$ cat src/rtl/load_store_unit.sv
// Byte/half/word loads and stores onto a word-wide RAM port pair; sub-word stores use read-modify-write.
// Define LSU_FAULT_CHECK_EN to report mem_ready=0 as an error and suppress the faulting write.
module load_store_unit #(
  parameter int BUS_WIDTH = 32,
  parameter int ADDR_BASE = 10,
  parameter int MEM_SIZE  = 32
) (
  input  logic                 clk,
  input  logic                 nreset,
  input  logic                 req_valid,
  output logic                 req_ready,
  input  logic                 req_write,
  input  logic [1:0]           req_size,
  input  logic                 req_unsigned,
  input  logic [BUS_WIDTH-1:0] req_addr,
  input  logic [BUS_WIDTH-1:0] req_wdata,
  output logic                 resp_valid,
  output logic [BUS_WIDTH-1:0] resp_rdata,
  output logic                 resp_error,
  output logic                 mem_write_en,
  output logic [BUS_WIDTH-1:0] mem_addr_write,
  output logic [BUS_WIDTH-1:0] mem_data_write,
  output logic [BUS_WIDTH-1:0] mem_addr_read,
  input  logic [BUS_WIDTH-1:0] mem_data_read,
  input  logic                 mem_ready
);

  if (BUS_WIDTH != 32) begin : g_bad_width
    $error("load_store_unit supports BUS_WIDTH=32 only");
  end
  if (MEM_SIZE < 1 || ADDR_BASE < 0) begin : g_bad_mem
    $error("load_store_unit: invalid ADDR_BASE/MEM_SIZE");
  end

  typedef enum logic [1:0] {IDLE, RD, CAP, WR} state_t;

  state_t state_q, state_d;

  logic                 accept;
  logic                 misaligned;
  logic                 word_store;
  logic                 mem_fault;
  logic [BUS_WIDTH-1:0] req_word;

`ifdef LSU_FAULT_CHECK_EN
  assign mem_fault = ~mem_ready;
`else
  logic unused_mem_ready;
  assign unused_mem_ready = mem_ready;
  assign mem_fault        = 1'b0;
`endif

  assign accept     = req_valid & req_ready;
  assign req_word   = {2'b00, req_addr[BUS_WIDTH-1:2]};
  assign word_store = req_write & (req_size == 2'd2);
  assign misaligned = (req_size == 2'd3)
                    | ((req_size == 2'd1) & req_addr[0])
                    | ((req_size == 2'd2) & (req_addr[1:0] != 2'b00));

  // Latched request fields, live from accept until the response
  logic [BUS_WIDTH-1:0] word_addr_q, word_addr_d;
  logic [1:0]           size_q, size_d;
  logic [1:0]           lane_q, lane_d;
  logic                 uns_q, uns_d;
  logic                 wr_q, wr_d;
  logic [15:0]          wdata_q, wdata_d;

  logic [BUS_WIDTH-1:0] mem_addr_read_q, mem_addr_read_d;
  logic [BUS_WIDTH-1:0] mem_addr_write_q, mem_addr_write_d;
  logic [BUS_WIDTH-1:0] mem_data_write_q, mem_data_write_d;
  logic                 resp_valid_q, resp_valid_d;
  logic                 resp_error_q, resp_error_d;
  logic [BUS_WIDTH-1:0] resp_rdata_q, resp_rdata_d;

  logic [7:0]           ld_byte;
  logic [15:0]          ld_half;
  logic [BUS_WIDTH-1:0] load_ext;
  logic [BUS_WIDTH-1:0] merged;

  always_ff @(posedge clk) begin
    if (!nreset) state_q <= IDLE;
    else         state_q <= state_d;
  end

  always_comb begin
    state_d = state_q;
    unique case (state_q)
      IDLE: begin
        if (accept && !misaligned) state_d = word_store ? WR : RD;
      end
      RD:  state_d = CAP;
      CAP: state_d = (mem_fault || !wr_q) ? IDLE : WR;
      WR:  state_d = IDLE;
    endcase
  end

  // Gating with nreset keeps every output low while reset is held and stops a write at the reset edge
  always_comb begin
    req_ready    = nreset & (state_q == IDLE);
    mem_write_en = nreset & (state_q == WR) & ~mem_fault;
  end

  always_comb begin
    ld_byte = mem_data_read[{lane_q, 3'b000} +: 8];
    ld_half = mem_data_read[{lane_q[1], 4'b0000} +: 16];
    unique case (size_q)
      2'd0:    load_ext = {{24{~uns_q & ld_byte[7]}}, ld_byte};
      2'd1:    load_ext = {{16{~uns_q & ld_half[15]}}, ld_half};
      default: load_ext = mem_data_read;
    endcase
    merged = mem_data_read;
    if (size_q == 2'd0) merged[{lane_q, 3'b000} +: 8]     = wdata_q[7:0];
    else                merged[{lane_q[1], 4'b0000} +: 16] = wdata_q;
  end

  always_comb begin
    word_addr_d      = word_addr_q;
    size_d           = size_q;
    lane_d           = lane_q;
    uns_d            = uns_q;
    wr_d             = wr_q;
    wdata_d          = wdata_q;
    mem_addr_read_d  = mem_addr_read_q;
    mem_addr_write_d = mem_addr_write_q;
    mem_data_write_d = mem_data_write_q;
    resp_valid_d     = 1'b0;
    resp_error_d     = 1'b0;
    resp_rdata_d     = '0;
    unique case (state_q)
      IDLE: begin
        if (accept) begin
          word_addr_d = req_word;
          size_d      = req_size;
          lane_d      = req_addr[1:0];
          uns_d       = req_unsigned;
          wr_d        = req_write;
          wdata_d     = req_wdata[15:0];
          if (misaligned) begin
            resp_valid_d = 1'b1;
            resp_error_d = 1'b1;
          end else begin
            mem_addr_read_d = req_word;
            if (word_store) begin
              mem_addr_write_d = req_word;
              mem_data_write_d = req_wdata;
            end
          end
        end
      end
      RD: ;
      CAP: begin
        if (mem_fault) begin
          resp_valid_d = 1'b1;
          resp_error_d = 1'b1;
        end else if (!wr_q) begin
          resp_valid_d = 1'b1;
          resp_rdata_d = load_ext;
        end else begin
          mem_addr_write_d = word_addr_q;
          mem_data_write_d = merged;
        end
      end
      WR: begin
        resp_valid_d = 1'b1;
        resp_error_d = mem_fault;
      end
    endcase
  end

  always_ff @(posedge clk) begin
    if (!nreset) begin
      word_addr_q      <= '0;
      size_q           <= '0;
      lane_q           <= '0;
      uns_q            <= 1'b0;
      wr_q             <= 1'b0;
      wdata_q          <= '0;
      mem_addr_read_q  <= '0;
      mem_addr_write_q <= '0;
      mem_data_write_q <= '0;
      resp_valid_q     <= 1'b0;
      resp_error_q     <= 1'b0;
      resp_rdata_q     <= '0;
    end else begin
      word_addr_q      <= word_addr_d;
      size_q           <= size_d;
      lane_q           <= lane_d;
      uns_q            <= uns_d;
      wr_q             <= wr_d;
      wdata_q          <= wdata_d;
      mem_addr_read_q  <= mem_addr_read_d;
      mem_addr_write_q <= mem_addr_write_d;
      mem_data_write_q <= mem_data_write_d;
      resp_valid_q     <= resp_valid_d;
      resp_error_q     <= resp_error_d;
      resp_rdata_q     <= resp_rdata_d;
    end
  end

  assign mem_addr_read  = mem_addr_read_q;
  assign mem_addr_write = mem_addr_write_q;
  assign mem_data_write = mem_data_write_q;
  assign resp_valid     = resp_valid_q;
  assign resp_error     = resp_error_q;
  assign resp_rdata     = resp_rdata_q;

endmodule

$ cat config.mk
export PLATFORM = sky130hd
export DESIGN_NAME = load_store_unit
export DESIGN_NICKNAME = d
export VERILOG_FILES = /design/src/rtl/load_store_unit.sv
export SDC_FILE = /design/constraint.sdc
export NUM_CORES = 1
export LEC_CHECK = 0
export BUFFER_PORTS_ARGS = -buffer_cell sky130_fd_sc_hd__clkbuf_2
export CAP_MARGIN = 20
export CORE_UTILIZATION = 50
export DETAILED_ROUTE_END_ITERATION = 8
export HOLD_SLACK_MARGIN = 0.1
export PLACE_DENSITY = 0.85
export SYNTH_ARGS = -nofsm -noshare
export SYNTH_HDL_FRONTEND = slang
export SYNTH_SLANG_ARGS = --single-unit
$ cat constraint.sdc
create_clock -name clk -period 4.81 [get_ports clk]
set_input_delay 0.481 -clock clk [delete_from_list [all_inputs] [get_ports clk]]
set_output_delay 0.481 -clock clk [all_outputs]
set_load 0.05 [all_outputs]
==> results of run 1 <==
==> how the worst max path moves through the flow <==
stage                         end  slack (ps)  cells past startpoint
6_report       mem_data_write[13]        1630                      7
5_1_grt        mem_data_write[13]        1360                      7
4_1_cts        mem_data_write[13]        1730                      7
3_5_place_dp    mem_addr_read[16]        1680                      7
3_3_place_gp    mem_addr_read[16]        1750                      7
2_1_floorplan  mem_data_write[12]        2410                      9
==> power by group <==
group / leakage, uW / switching (uW) / internal, uW
clock network: 0.000283 / 634 / 783
registers: 0.00146 / 43.7 / 1540
logic: 0.00227 / 305 / 151
==> cell type report <==
type	count	area, um2	area share
multi-input cells	665	4172	0.4179
flip-flops and latches	180	3606	0.3612
repair buffers	244	1304	0.1306
clock buffers	18	429.2	0.04299
well taps	216	270.3	0.02707
clock inverters	13	167.7	0.01680
inverters	9	33.78	0.003384
==> registers in the layout, summed over array words and instances, names as in the netlist <==
signal / count
mem_data_write: 32
mem_addr_read: 30
wr_q: 1
resp_rdata: 32
state_q: 2
mem_addr_write: 30
uns_q: 1
wdata_q: 16
resp_valid: 1
size_q: 2
word_addr_q: 30
resp_error: 1
lane_q: 2
==> cell usage after synthesis, drive strengths merged, types with 4 or more instances <==
library cell    n  area share
dfxtp         180        0.44
a31o           31       0.033
and3b           9      0.0096
a222oi          4      0.0049
clkbuf         52       0.024
and3           15       0.011
a21oi          53       0.033
a211oi         30       0.028
mux2i          66       0.081
nor2b           5      0.0038
buf            37       0.026
mux2            4      0.0055
and4b           8      0.0098
inv             9      0.0041
o21ai          85       0.052
ha              5      0.0076
a2111oi        30       0.032
nand2b         13      0.0099
nand2         192       0.088
o22ai           7      0.0053
nor2           41       0.019
a221oi         30       0.034
==> cells by family after synthesis <==
| family | share of synthesized area |
|---|---|
| other | 0.0004581 |
| adder cells (fa/ha/maj) | 0.007642 |
| AND/OR/NAND/NOR | 0.1646 |
| buffers and inverters | 0.05395 |
| multiplexers | 0.09445 |
| AO/OA/AOI/OAI | 0.2387 |
| flip-flops | 0.4402 |
==> stage by stage <==
stage	utilization	std cells	worst slack [ps]	power, uW	hold WS, ps
global route	0.6261	1345	1356	3584	258.7
floorplan	-	943	2411	1910	435.6
detailed placement	0.5844	1311	1680	2059	448.7
finish	0.6261	1345	1634	3459	253.6
global placement	0.5844	1311	1746	2045	443.1
CTS	0.6219	1342	1732	3464	246.7
==> worst reg2reg max path, stage by stage, from the launching register on <==
cell	delay, ps
dfxtp_1	310
buf_4	280
inv_1	170
ha_1	480
nor3b_2	860
a221oi_1	180
a2111oi_0	670
a31o_1	180
==> layer usage <==
metal | share of wire | track usage | vias to the layer above | routed length [um]
li1 | - | - | 3764 | -
met1 | 0.40 | 0.3536 | 3741 | 9517
met2 | 0.46 | 0.4435 | 416 | 11170
met3 | 0.10 | 0.09307 | 70 | 2491
met4 | 0.038 | 0.1471 | 0 | 908
met5 | 0 | 0 | - | 0
==> flow_summary.toml, run 1 <==
[logic_synthesis]
synthCells = 940
synth.ff_latch_count = 180
yosys_warnings = 0
syn_area_per_cell_um2 = 8.709
synth-edff-count = 0
ys_seq_area_frac = 0.4402
synthArstFlopShare = 0
synth_ff_type = "dfxtp_1"
synth_cell_type_count = 52
syn_area_mm2 = 0.008187

[sta]
timing.fmax_ghz = 0.3149
tightest_slew_ps = 1179
finalSetupViolCount = 0
min_period_over_period = 0.6602
hold_viol = 0
drv_slew = 0
final.min_clock_period_ps = 3176
rsz0062_at_grt = "no"
fin_tns_setup_ps = 0
relSlewSlack = 0.2142
clock_skew_ps = 11.94

[clock_tree]
cts.hold.buffers_added = 0
clk_pin_slew_ps = 70
cts_buffers = 17
cts_setup_buffers = 0
worstSkewPairLatency_ps = 440
numClockSinks = 180
ctsResizeCount = 0
cts_tree = "built"
cts_htree_levels = 4
clockBufferDepth = 2
cts_root_buf = "clkbuf_16"

[detailed_routing]
drcViolationCount = 0
totalWireLength_um = 24090
avgRoutedWirePerCell_um = 17.91
drtAntennaViolNets = 0
drt_pre_antenna_iters = 6
viasPerCell = 5.941
drtIter0Drc = 814
vias = 7991

[pwr]
power_per_cell_area_mw_per_mm2 = 346.5
leakage_uw = 0.004019
irDropWorstVdd_v = 0.0002633

[floorplan]
fp.dieH_um = 130.0
fp-row-count = 46
die_area_mm2 = 0.01689
start_util = 0.5135
io_pins = 236
coreArea_mm2 = 0.01594
die_w_um = 130.0

[global_routing]
grt_start_max_net_pins = 105
antenna_found_initial = 0
grt_pass1_wl_um = 37280
grtUsageTotal = 0.2854
overflow = 0
grt_pass1_vias = 7208

[place]
dp_hpwl_um = 16600
gp_congestion = 0.9455
port_buffers = 230
place_area_mm2 = 0.009318

[setup_path]
critPathMaxStageDelay_ps = 860
cp-startpoint = "lane_q[0]"
crit_path_start_kind = "register"
r2r-start = "lane_q[0]"
r2r-end = "mem_data_write[13]"
worstPathMaxFanout = 32
r2r_setup_slack_ps = 1630
cp.buffers_inverters = 2
worstSetupPathType = "reg -> reg"
arrival_ps = 3560
path_cells = "buf_4 -> inv_1 -> ha_1 -> nor3b_2 -> a221oi_1 -> a2111oi_0 -> a31o_1"
cp_slowest_cell = "nor3b_2"
worstRegToRegCells = 7
crit_family = "compound AO/OA/AOI/OAI gates"
end_kind = "register"
cp.required_ps = 5190

[final_layout]
drive_gt1_frac = 0.2631
area_growth_pct = 21.93
postLayoutCellArea_mm2 = 0.009982
final_common_cell = "clkbuf_2"
n_antenna_cell = 0
layout_common_cells = "clkbuf_2 (229), nand2_1 (192), dfxtp_1 (178), o21ai_0 (84), mux2i_1 (66)"
nets = 1226
fillers = 1367

[min_path]
hp-class = "in -> reg"
hold-path-endpoint = "uns_q"
whs_path_depth = 3
hold_path.startpoint = "req_unsigned"

[run_status]
status = "finished clean"

[run]
drv_cap = 0
No activity file was read; power rests on OpenSTA's default activity.
==> run 2: changes to the inputs <==
==> constraint.sdc (replaced) <==
create_clock -name clk -period 2.93 [get_ports clk]
set_input_delay 0.293 -clock clk [delete_from_list [all_inputs] [get_ports clk]]
set_output_delay 0.293 -clock clk [all_outputs]
set_load 0.05 [all_outputs]
==> run 2 against run 1 <==
Net effect: combinational power is 73% higher; register-to-register slack worse by 1000 ps; first-iteration DRC count is 8.1% lower; largest power group unchanged; via count is 1.9% higher; cell area is 3.4% higher; wire length is 2.6% higher; hold slack worse by 140 ps; clock power is 61% higher; cell count is 2.8% higher.
==> flow_summary.toml, run 2 (synthesis gave the netlist of run 1 again) <==
[place]
dp_hpwl_um = 16720
place_ws_ps = 609.6
place_inst = 1321
port_buffers = 230
gp_congestion = 0.9522

[setup_path]
arrival_ps = 2690
cp_slowest_cell = "or3b_2"
crit_family = "simple AND/OR/NAND/NOR gates"
cp.buffers_inverters = 1
cp.required_ps = 3300
worstSetupPathType = "reg -> reg"
worstPathMaxFanout = 29
critPathMaxStageDelay_ps = 770
crit_path_start_kind = "register"
path_cells = "buf_4 -> or3b_2 -> a21oi_2 -> and3_1"
end_kind = "register"

[floorplan]
fp.dieH_um = 130.0
die_w_um = 130.0
coreArea_mm2 = 0.01594
die_area_mm2 = 0.01689
start_util = 0.5135
io_pins = 236
fp-row-count = 46

[pwr]
clkPwrFrac = 0.404
p_seq_frac = 0.458
power_per_cell_area_mw_per_mm2 = 550.7
power_frac_comb = 0.139
swShare = 0.2886
leakage_uw = 0.004180
irDropWorstVdd_v = 0.0004395
p_switching_uw = 1641
internal_power_uw = 4044

[run]
drv_cap = 0

[global_routing]
grt_start_max_net_pins = 118
grtUsageMet1 = 0.3649
overflow = 0
antenna_found_initial = 0
top_usage_layer = "met2"
met3_usage = 0.08241
met2_usage = 0.4643
grt_pass1_wl_um = 38160
grtUsageTotal = 0.2912
grt_pass1_vias = 7386

[final_layout]
fin_cells = 1383
nets = 1263
postLayoutCoreUtil = 0.6475
final_common_cell = "clkbuf_2"
drive_gt1_frac = 0.2622
area_growth_pct = 26.10
layout_common_cells = "clkbuf_2 (229), nand2_1 (192), dfxtp_1 (178), o21ai_0 (84), mux2i_1 (66)"
n_antenna_cell = 0

[sta]
clock_skew_ps = 10.74
final.min_clock_period_ps = 2316
finalSetupViolCount = 0
fin_tns_setup_ps = 0
finalWorstSetupSlack_ps = 614.4
timing.fmax_ghz = 0.4319
tightest_slew_ps = 807.5
drv_slew = 0
rsz0062_at_grt = "no"
hold_viol = 0
relSlewSlack = 0.4617
min_period_over_period = 0.7903

[clock_tree]
worstSkewPairLatency_ps = 430
cts.hold.buffers_added = 30
clk_pin_slew_ps = 80
numClockSinks = 180
ctsResizeCount = 0
cts_setup_buffers = 0
clockBufferDepth = 2
cts_htree_levels = 4
cts_buffers = 17
cts_tree = "built"
cts_root_buf = "clkbuf_16"

[detailed_routing]
viasPerCell = 5.890
totalWireLength_um = 24720
drcViolationCount = 0
drtIter0Drc = 748
drtAntennaViolNets = 0
avgRoutedWirePerCell_um = 17.88
drt_pre_antenna_iters = 7
vias = 8146

[min_path]
hp-class = "in -> reg"

[run_status]
status = "finished clean"
run 2: layer usage:
metal	vias to the layer above	part of all wire
li1	3853	-
met1	3786	0.40
met2	438	0.46
met3	69	0.10
met4	0	0.035
met5	-	0
run 2: cell type report:
cell class,count,area [um2]
fill,1304,5619
multi-input combinational,665,4172
sequential,180,3606
timing repair buffer,281,1637
clock buffer,18,439.2
tap,216,270.3
clock inverter,14,166.4
inverter,9,33.78
run 2: power by group through the flow:
stage	Sequential [uW]	Clock [uW]	Combinational, uW
detailed placement	2650	0	735
global route	2610	2420	850
global placement	2650	0	720
CTS	2600	2320	773
floorplan	2730	0	405
finish	2600	2290	789
run 2: per-stage QoR:
step,cell area [um2],hold WS (ps),total power [uW]
5_1_grt,10320,120.6,5883
4_1_cts,10320,100.4,5690
3_5_place_dp,9418,449.6,3389
2_1_floorplan,8198,401.5,3135
3_3_place_gp,9418,442.5,3368
6_report,10320,117.0,5685
run 2: worst register-to-register path: stages, from the launching register on:
cell     delay, ps
dfxtp_2        480
buf_4          470
or3b_2         770
a21oi_2        340
and3_1         200
run 2: worst paths after layout:
check | to | slack, ps | cells past startpoint | start
setup reg to reg | resp_rdata[13] | 610 | 4 | state_q[1]
hold / removal | word_addr_q[18] | 120 | 3 | req_addr[20]
setup / recovery | resp_rdata[13] | 610 | 4 | state_q[1]
hold reg to reg | mem_addr_read[15] | 460 | 2 | mem_addr_read[15]
==> run 3: changes to the inputs <==
==> constraint.sdc (replaced) <==
create_clock -name clk -period 2.3 [get_ports clk]
set_input_delay 0.23 -clock clk [delete_from_list [all_inputs] [get_ports clk]]
set_output_delay 0.23 -clock clk [all_outputs]
set_load 0.05 [all_outputs]
==> run 3 against run 2 <==
Net effect: clock power rose by 24%; setup slack got worse by 430 ps; via count rose by 5.0%; sequential power rose by 28%; hold slack got worse by 11 ps; fmax rose by 9.3%; largest power group unchanged.
==> flow_summary.toml, run 3 (synthesis gave the netlist of run 1 again) <==
[run_status]
status = "finished clean"

[sta]
finalSetupViolCount = 0
rsz0062_at_grt = "no"
relSlewSlack = 0.5509
tightest_slew_ps = 656.7
drv_slew = 0
min_period_over_period = 0.9209
timing.fmax_ghz = 0.4721
hold_viol = 0
clock_skew_ps = 6.752
fin_tns_setup_ps = 0
final.min_clock_period_ps = 2118

[clock_tree]
clockBufferDepth = 2
numClockSinks = 180
cts_buffers = 17
cts_htree_levels = 4
cts_tree = "built"
clk_pin_slew_ps = 70
worstSkewPairLatency_ps = 440
cts_root_buf = "clkbuf_16"
cts_setup_buffers = 0

[global_routing]
grt_start_max_net_pins = 85
grtUsageTotal = 0.3087
grt_pass1_vias = 7931
overflow = 0
antenna_found_initial = 0
grt_pass1_wl_um = 40370

[pwr]
p_seq_frac = 0.458
swShare = 0.2959
leakage_uw = 0.004340
irDropWorstVdd_v = 0.0005450
internal_power_uw = 5096
p_total_uw = 7237
p_switching_uw = 2142
clkPwrFrac = 0.393
power_per_cell_area_mw_per_mm2 = 678.6
power_frac_comb = 0.149

[detailed_routing]
drtIter0Drc = 1121
vias = 8551
avgRoutedWirePerCell_um = 18.34
drt_pre_antenna_iters = 7
drtAntennaViolNets = 0
viasPerCell = 6.026
drcViolationCount = 0
totalWireLength_um = 26020

[place]
port_buffers = 230
dp_hpwl_um = 17030
gp_congestion = 0.9053

[final_layout]
final_common_cell = "clkbuf_2"
postLayoutCoreUtil = 0.6690
nets = 1297
area_growth_pct = 30.28
ff_latch_area_mm2 = 0.003606
drive_gt1_frac = 0.2614
fillers = 1219
layout_common_cells = "clkbuf_2 (229), nand2_1 (192), dfxtp_1 (178), o21ai_0 (84), mux2i_1 (66)"
multi_input_area_mm2 = 0.004180

[setup_path]
cp.required_ps = 2680
end_kind = "register"
worstRegToRegCells = 8
arrival_ps = 2500
worstSetupPathType = "reg -> reg"
r2r-start = "lane_q[1]"
r2r-end = "mem_data_write[20]"
worstPathMaxFanout = 16
r2r_setup_slack_ps = 180
crit_path_start_kind = "register"

[min_path]
whs_path_depth = 3
hp-class = "in -> reg"
hold_path.startpoint = "mem_data_read[29]"
hold-path-endpoint = "resp_rdata[29]"

[floorplan]
start_util = 0.5135
fp-row-count = 46
die_area_mm2 = 0.01689
fp.dieH_um = 130.0
coreArea_mm2 = 0.01594
die_w_um = 130.0
io_pins = 236

[run]
drv_cap = 0
==> run 3: changes by cell type in the layout (fill, tap and decap cells not counted), sizes merged <==
cell / before / now
dlygate4sd3: 30 / 56
buf: 22 / 30
inv: 14 / 18
clkinv: 6 / 3
diode: 0 / 2
bufinv: 1 / 0
clkbuf: 247 / 248
clkinvlp: 2 / 1
==> run 3: area by class of cell <==
cell class	count	share of cell area
Sequential cell	180	0.3381
Timing Repair Buffer	315	0.1870
Clock buffer	19	0.04153
Tap cell	216	0.02534
Clock inverter	13	0.01244
Antenna cell	2	0.0004693
Inverter	9	0.003168
Multi-Input combinational cell	665	0.3920
==> run 3: per-layer routing <==
metal  wire length (um)  track usage  up-vias
met5                  0            0        -
met4               1064       0.1566        0
met3               2655      0.09307      101
met2              12290       0.5090      530
met1              10010       0.3643     4018
li1                   -            -     3902
==> run 3: worst max path at each step <==
stage,cells after the start,to,startpoint
detailed placement,7,mem_data_write[12],lane_q[1]
floorplan,9,mem_data_write[12],lane_q[0]
global placement,8,mem_data_write[20],lane_q[1]
global route,8,mem_data_write[20],lane_q[1]
finish,8,mem_data_write[20],lane_q[1]
CTS,7,mem_data_write[12],lane_q[1]
==> run 3: power by group through the flow <==
stage	sequential, uW	combinational, uW	clock, uW
2_1_floorplan	3480	521	0
3_3_place_gp	3370	943	0
3_5_place_dp	3380	964	0
4_1_cts	3310	1050	2850
5_1_grt	3320	1150	3010
6_report	3320	1080	2840
==> run 3: critical path, cell delays in order (launching register included) <==
cell and delay, ps:
dfxtp_2 350, inv_1 130, ha_2 450, nor3b_4 200, buf_4 250, a221oi_1 100
a2111oi_0 320, buf_4 180, a31o_1 80
==> run 3: metrics by stage <==
step                      hold slack [ps]  setup WS [ps]  cells  area, um2
after floorplan                     338.5          33.18    943       8207
after global placement              431.6          261.7   1329       9522
after detailed placement            433.5          202.7   1329       9522
after CTS                           102.4          179.4   1417      10660
after global routing                119.7          5.608   1417      10660
final                               106.3          182.0   1419      10670
==> run 3: timing repair <==
item | 4_1_cts | 5_1_grt
hold buffers | 56 | 0
endpoints found under the setup margin | 0 | 2
hold endpoints to repair | 87 | 0
resized for setup | 0 | 1
